File: src/rtl/pc_sequencer.sv
// pc_sequencer: fetch-stage controller driving the PC register next-address/stall and pipeline flushes.
// Latency: combinational outputs from state and inputs; a redirect applies in the same cycle when imem is ready.
// Backpressure: imem_ready_i low holds the PC. A redirect seen while imem is not ready is buffered until ready.
// Optional build macro PC_SEQ_MISALIGN_TRAP_EN: misaligned redirect targets are replaced by TRAP_VECTOR.
module pc_sequencer #(
  parameter int              XLEN         = 64,
  parameter logic [XLEN-1:0] RESET_VECTOR = '0,
  parameter int              INSTR_BYTES  = 4,
  parameter logic [XLEN-1:0] TRAP_VECTOR  = XLEN'(64'h100)
) (
  input  logic            clk_i,
  input  logic            rst_ni,
  input  logic [XLEN-1:0] pc_current_i,
  input  logic            hazard_stall_i,
  input  logic            imem_ready_i,
  input  logic            br_taken_i,
  input  logic [XLEN-1:0] br_target_i,
  output logic [XLEN-1:0] pc_next_o,
  output logic            pc_stall_o,
  output logic            fetch_req_o,
  output logic            if_id_flush_o,
  output logic            id_ex_flush_o,
  output logic            misalign_trap_o
);

  localparam logic [1:0] ST_BOOT = 2'd0;
  localparam logic [1:0] ST_RUN  = 2'd1;
  localparam logic [1:0] ST_PEND = 2'd2;

  logic [1:0]      state_q, state_d;
  logic [XLEN-1:0] pend_target_q, pend_target_d;
  logic            pend_load;     // capture br_target_i into the pending slot this cycle
  logic            redir_br;      // apply the live EX redirect this cycle
  logic            redir_pend;    // apply the buffered redirect this cycle

  logic [XLEN-1:0] seq_pc;
  logic [XLEN-1:0] br_dest;
  logic [XLEN-1:0] pend_dest;
  logic            br_trap;
  logic            pend_trap;

  // Sequential fetch address; wraps modulo 2^XLEN by design.
  assign seq_pc = pc_current_i + XLEN'(INSTR_BYTES);

`ifdef PC_SEQ_MISALIGN_TRAP_EN
  logic pend_trap_q, pend_trap_d;

  // Misaligned targets are steered to the trap vector; the decision travels with a buffered target.
  assign br_trap   = |br_target_i[1:0];
  assign br_dest   = br_trap ? TRAP_VECTOR : br_target_i;
  assign pend_trap = pend_trap_q;
  assign pend_dest = pend_trap_q ? TRAP_VECTOR : pend_target_q;

  // Trap flag is captured alongside the pending target.
  always_comb begin
    pend_trap_d = pend_trap_q;
    if (pend_load) begin
      pend_trap_d = br_trap;
    end
  end

  // Pending trap flag register.
  always_ff @(posedge clk_i or negedge rst_ni) begin
    if (!rst_ni) begin
      pend_trap_q <= 1'b0;
    end else begin
      pend_trap_q <= pend_trap_d;
    end
  end
`else
  // Trap vector is only meaningful when the misalignment trap is built in.
  logic unused_trap_vector;
  assign unused_trap_vector = ^TRAP_VECTOR;

  assign br_trap   = 1'b0;
  assign br_dest   = br_target_i;
  assign pend_trap = 1'b0;
  assign pend_dest = pend_target_q;
`endif

  // Next-state selection and output decode for BOOT / RUN / PEND.
  always_comb begin
    state_d       = state_q;
    pend_load     = 1'b0;
    redir_br      = 1'b0;
    redir_pend    = 1'b0;
    pc_next_o     = pc_current_i;
    pc_stall_o    = 1'b1;
    fetch_req_o   = 1'b0;
    if_id_flush_o = 1'b0;
    id_ex_flush_o = 1'b0;

    case (state_q)
      ST_BOOT: begin
        // Load the reset vector and squash whatever is in flight.
        pc_next_o     = RESET_VECTOR;
        pc_stall_o    = 1'b0;
        if_id_flush_o = 1'b1;
        id_ex_flush_o = 1'b1;
        state_d       = ST_RUN;
      end

      ST_RUN: begin
        fetch_req_o = 1'b1;
        if (br_taken_i && imem_ready_i) begin
          // Redirect wins over a load-use stall: the stalled instruction is squashed anyway.
          redir_br      = 1'b1;
          pc_next_o     = br_dest;
          pc_stall_o    = 1'b0;
          if_id_flush_o = 1'b1;
          id_ex_flush_o = 1'b1;
        end else if (br_taken_i) begin
          pend_load     = 1'b1;
          pc_stall_o    = 1'b1;
          if_id_flush_o = 1'b1;
          id_ex_flush_o = 1'b1;
          state_d       = ST_PEND;
        end else if (hazard_stall_i || !imem_ready_i) begin
          pc_next_o  = pc_current_i;
          pc_stall_o = 1'b1;
        end else begin
          pc_next_o  = seq_pc;
          pc_stall_o = 1'b0;
        end
      end

      ST_PEND: begin
        // Keep IF/ID squashed until the buffered redirect lands; hazards are irrelevant here.
        fetch_req_o   = 1'b1;
        if_id_flush_o = 1'b1;
        pc_stall_o    = 1'b1;
        if (imem_ready_i) begin
          pc_stall_o = 1'b0;
          state_d    = ST_RUN;
          if (br_taken_i) begin
            redir_br  = 1'b1;
            pc_next_o = br_dest;
          end else begin
            redir_pend = 1'b1;
            pc_next_o  = pend_dest;
          end
        end else if (br_taken_i) begin
          // Youngest redirect replaces the buffered one.
          pend_load = 1'b1;
        end
      end

      default: begin
        state_d = ST_BOOT;
      end
    endcase

    // While reset is held everything is quiet and the vector is presented.
    if (!rst_ni) begin
      pc_next_o     = RESET_VECTOR;
      pc_stall_o    = 1'b0;
      fetch_req_o   = 1'b0;
      if_id_flush_o = 1'b0;
      id_ex_flush_o = 1'b0;
    end
  end

  // Trap pulse marks the cycle a misaligned redirect is actually applied.
  always_comb begin
    misalign_trap_o = 1'b0;
    if (rst_ni) begin
      misalign_trap_o = (redir_br && br_trap) || (redir_pend && pend_trap);
    end
  end

  // Pending target capture.
  always_comb begin
    pend_target_d = pend_target_q;
    if (pend_load) begin
      pend_target_d = br_target_i;
    end
  end

  // State and pending-target registers; reset drops any buffered redirect.
  always_ff @(posedge clk_i or negedge rst_ni) begin
    if (!rst_ni) begin
      state_q       <= ST_BOOT;
      pend_target_q <= '0;
    end else begin
      state_q       <= state_d;
      pend_target_q <= pend_target_d;
    end
  end

endmodule

File: config.mk
export PLATFORM = sky130hd
export DESIGN_NAME = pc_sequencer
export DESIGN_NICKNAME = d
export VERILOG_FILES = /design/src/rtl/pc_sequencer.sv
export SDC_FILE = /design/constraint.sdc
export NUM_CORES = 1
export LEC_CHECK = 0
export BUFFER_PORTS_ARGS = -buffer_cell sky130_fd_sc_hd__buf_2
export CORE_UTILIZATION = 35
export CTS_CLUSTER_SIZE = 28
export DETAILED_ROUTE_END_ITERATION = 10
export SLEW_MARGIN = 40
export SYNTH_ARGS = -nofsm -noshare
export SYNTH_HDL_FRONTEND = slang
export SYNTH_SLANG_ARGS = --single-unit
File: constraint.sdc
create_clock -name clk_i -period 2.1 [get_ports clk_i]
set_input_delay 0 -clock clk_i [delete_from_list [all_inputs] [get_ports clk_i]]
set_output_delay 0 -clock clk_i [all_outputs]
set_load 0.05 [all_outputs]
==> reports/results.tsv <==
metric	value	unit
power_frac_seq	17.2	%
rsz0062_at_grt	yes	
fillers	1679	
ios	202	
place_congestion	0.9496	
finalMaxSlewViolations	0	
ys_types	75	
reg2reg_depth	8	
syn_inst	914	
drt_iter0_markers	1092	
first_pass_iters	5	
multi_input_area	6185	µm²
setup_violations	63	
route.detailed.drc	0	
ys_seq_elements	66	
coreArea	19650	µm²
switchingPower	5.976	mW
htree_levels	3	
max-vdd-ir-drop	956.7	µV
hold_class	primary input to async pin	
fin_area	12800	µm²
die_h	144.3	µm
fmax	412.4	MHz
ys.flop_type	dfrtp_1	
grt_max_degree	84	
synthesis.nets	1052	
yosysSeqAreaShare	23.31	%
hold_viol	0	
grt_antenna_before_repair	1	
clockPowerShare	13.4	%
drive_above_1_share	50.15	%
routedWlPerCell	21.32	µm
dieArea	20820	µm²
setup_ws	-325.0	ps
clk_latency	350	ps
cap_violations	0	
yosysWarnings	0	
utilization	65.11	%
slew-limit-headroom	59.86	%
outcome	finished, violations left	
numPortBuffers	200	
fin_crit	2425	ps
p_per_area	1027	nW/µm²
grt_pass1_wl	49.49	mm
placed_area	10300	µm²
violations	negative setup slack	
first_global_vias	8859	
die_x	144.3	µm
antenna_left	0	
finalCritPeriodShare	115.5	%
row_count	51	
cts_buffer_depth	2	
seq_area	1654	µm²
power	13.14	mW
hold_slack	156.4	ps
hpwlAfterDp	23.20	mm
dpl_worst_slack	-328.0	ps
cp-end-kind	output port	
syn_to_final_growth	80.58	%
floorplan.initialDensity	36.06	%
cts_tree	built	
via_count	9558	
cellLeakagePower	5.546	nW
synth-edff-count	0	
synth.avg_cell_area	7.754	µm²
worstPathRequired	2100	ps
clock_sinks	66	
clk_pin_slew	60	ps
postSynth.asyncResetShare	100.0	%
cts_root_buffer	clkbuf_16	
cp-start-kind	register	
sw_frac_of_total	45.47	%
path_max_fanout	7	
cts_made_buffers	9	
num-nets-final	1467	
drt-vias-per-instance	5.974	
syn_area	7087	µm²
worst_slew_pin_slew	601.2	ps
power_frac_comb	69.4	%
p_int	7.165	mW
worst_clock_skew	7.224	ps
grt-ovfl-total	0	
arrival	2420	ps
criticalPathCategory	register to output port	
r2r-start	state_q[0]	
routed_wl	34.12	mm
track_usage	31.47	%
startpoint	state_q[0]	
==> final timing paths <==
kind                            slack (ps)             to
worst max-delay path                  -320   pc_next_o[4]
worst min-delay path                   160  pend_dest[62]
worst max register to register          30  pend_dest[58]
worst min register to register         500  pend_dest[51]
max in group asynchronous             1450  pend_dest[21]
min in group clk_i                     390     state_q[1]
==> cell usage in the layout, fill, tap and decap left out, types with 7 or more instances in the layout <==
master,Yosys,final
a21oi_1,57,36
buf_4,1,173
a211oi_4,0,11
nor2_2,0,11
buf_2,9,133
o21ai_1,1,23
buf_8,0,12
a221oi_2,0,16
dlygate4sd3_1,0,65
and2_1,14,13
a31oi_1,20,9
dfrtp_1,66,64
o211ai_1,22,22
nor2_1,68,53
a21o_1,7,7
o21ai_0,83,56
nand2_1,92,90
clkbuf_16,0,13
mux2_2,64,64
o21a_1,12,12
nand4_1,16,16
buf_12,0,22
o221a_2,7,7
nand3_1,32,30
nor3_1,19,13
a21oi_2,0,15
a31oi_4,0,11
buf_6,1,69
inv_1,19,15
a31o_2,8,8
a221o_1,11,11
a221oi_4,0,7
mux2i_2,0,8
and3_1,23,21
mux2i_1,50,41
==> cell type report <==
class	count	area share [%]
Antenna cell	1	0.01955
Clock buffer	10	1.867
Clock inverter	6	0.6942
Inverter	20	0.6942
Multi-Input combinational cell	750	48.33
Sequential cell	66	12.93
Tap cell	265	2.591
Timing Repair Buffer	482	32.88
==> power groups by stage <==
stage / clock, mW / sequential (mW) / combinational [mW]
2_1_floorplan: 0 / 2.15 / 5.05
3_3_place_gp: 0 / 2.20 / 7.16
3_5_place_dp: 0 / 2.23 / 7.26
4_1_cts: 1.76 / 2.25 / 8.61
5_1_grt: 1.81 / 2.33 / 9.57
6_report: 1.76 / 2.26 / 9.12
==> stage by stage <==
stage / std cells / setup TNS [ps]
floorplan: 914 / -175.2
global placement: 1483 / -4367
detailed placement: 1483 / -5634
CTS: 1582 / -10520
global route: 1600 / -16700
finish: 1600 / -12630
==> Yosys cell counts (20+ instances only) <==
library cell | instances | area [µm²]
and3_1 | 23 | 143.9
nor2_1 | 68 | 255.2
a31oi_1 | 20 | 125.1
a221oi_1 | 23 | 201.4
nand2_1 | 92 | 345.3
nand3_1 | 32 | 160.2
o211ai_1 | 22 | 165.2
dfrtp_1 | 66 | 1652
clkbuf_1 | 59 | 221.5
o21ai_0 | 83 | 415.4
mux2_2 | 64 | 720.7
mux2i_1 | 50 | 500.5
a21oi_1 | 57 | 285.3
==> routing by layer <==
layer	wire length [µm]	global-route usage [%]	share of wire [%]
met5	0	0	0
met4	1110	12.91	3.3
met3	2896	3.411	8.5
met2	15370	48.91	45
met1	14740	44.15	43
==> timing repair <==
| action | 4_1_cts | 5_1_grt |
|---|---|---|
| endpoints found under the hold margin | 130 | 0 |
| gates resized for setup | 266 | 36 |
| pin swaps | 49 | 24 |
| hold buffers | 65 | 0 |
| setup buffers | 17 | 14 |
| cloned | 2 | 4 |
| setup endpoints to repair | 66 | 92 |
==> logic make-up (layout without fill, tap and decap cells) <==
kind of cell / after synthesis / count (layout) / share of synthesized area [%]
adders and majority gates: 5 / 5 / 0.8828
buffers and inverters: 98 / 518 / 5.508
other: 1 / 2 / 0.05292
xor gates and xnor gates: 6 / 6 / 0.7415
and+or+nand+nor: 310 / 310 / 22.26
AOI/OAI and AO/OA: 314 / 314 / 30.01
DFF: 66 / 66 / 23.31
muxes: 114 / 114 / 17.23
==> sequential cells by signal, indices dropped and copies added (netlist names) <==
register / count
state_q: 2
pend_dest: 64
==> critical path, cell delays in order (launching register included) <==
cell and delay [ps]:
dfrtp_2 450, inv_2 90, ha_4 180, clkinv_2 130, nor3_4 210, buf_12 160, buf_6 160, a22oi_1 120
o22a_1 230, a21oi_4 150, buf_6 170
(Power assumes the default switching activity.)
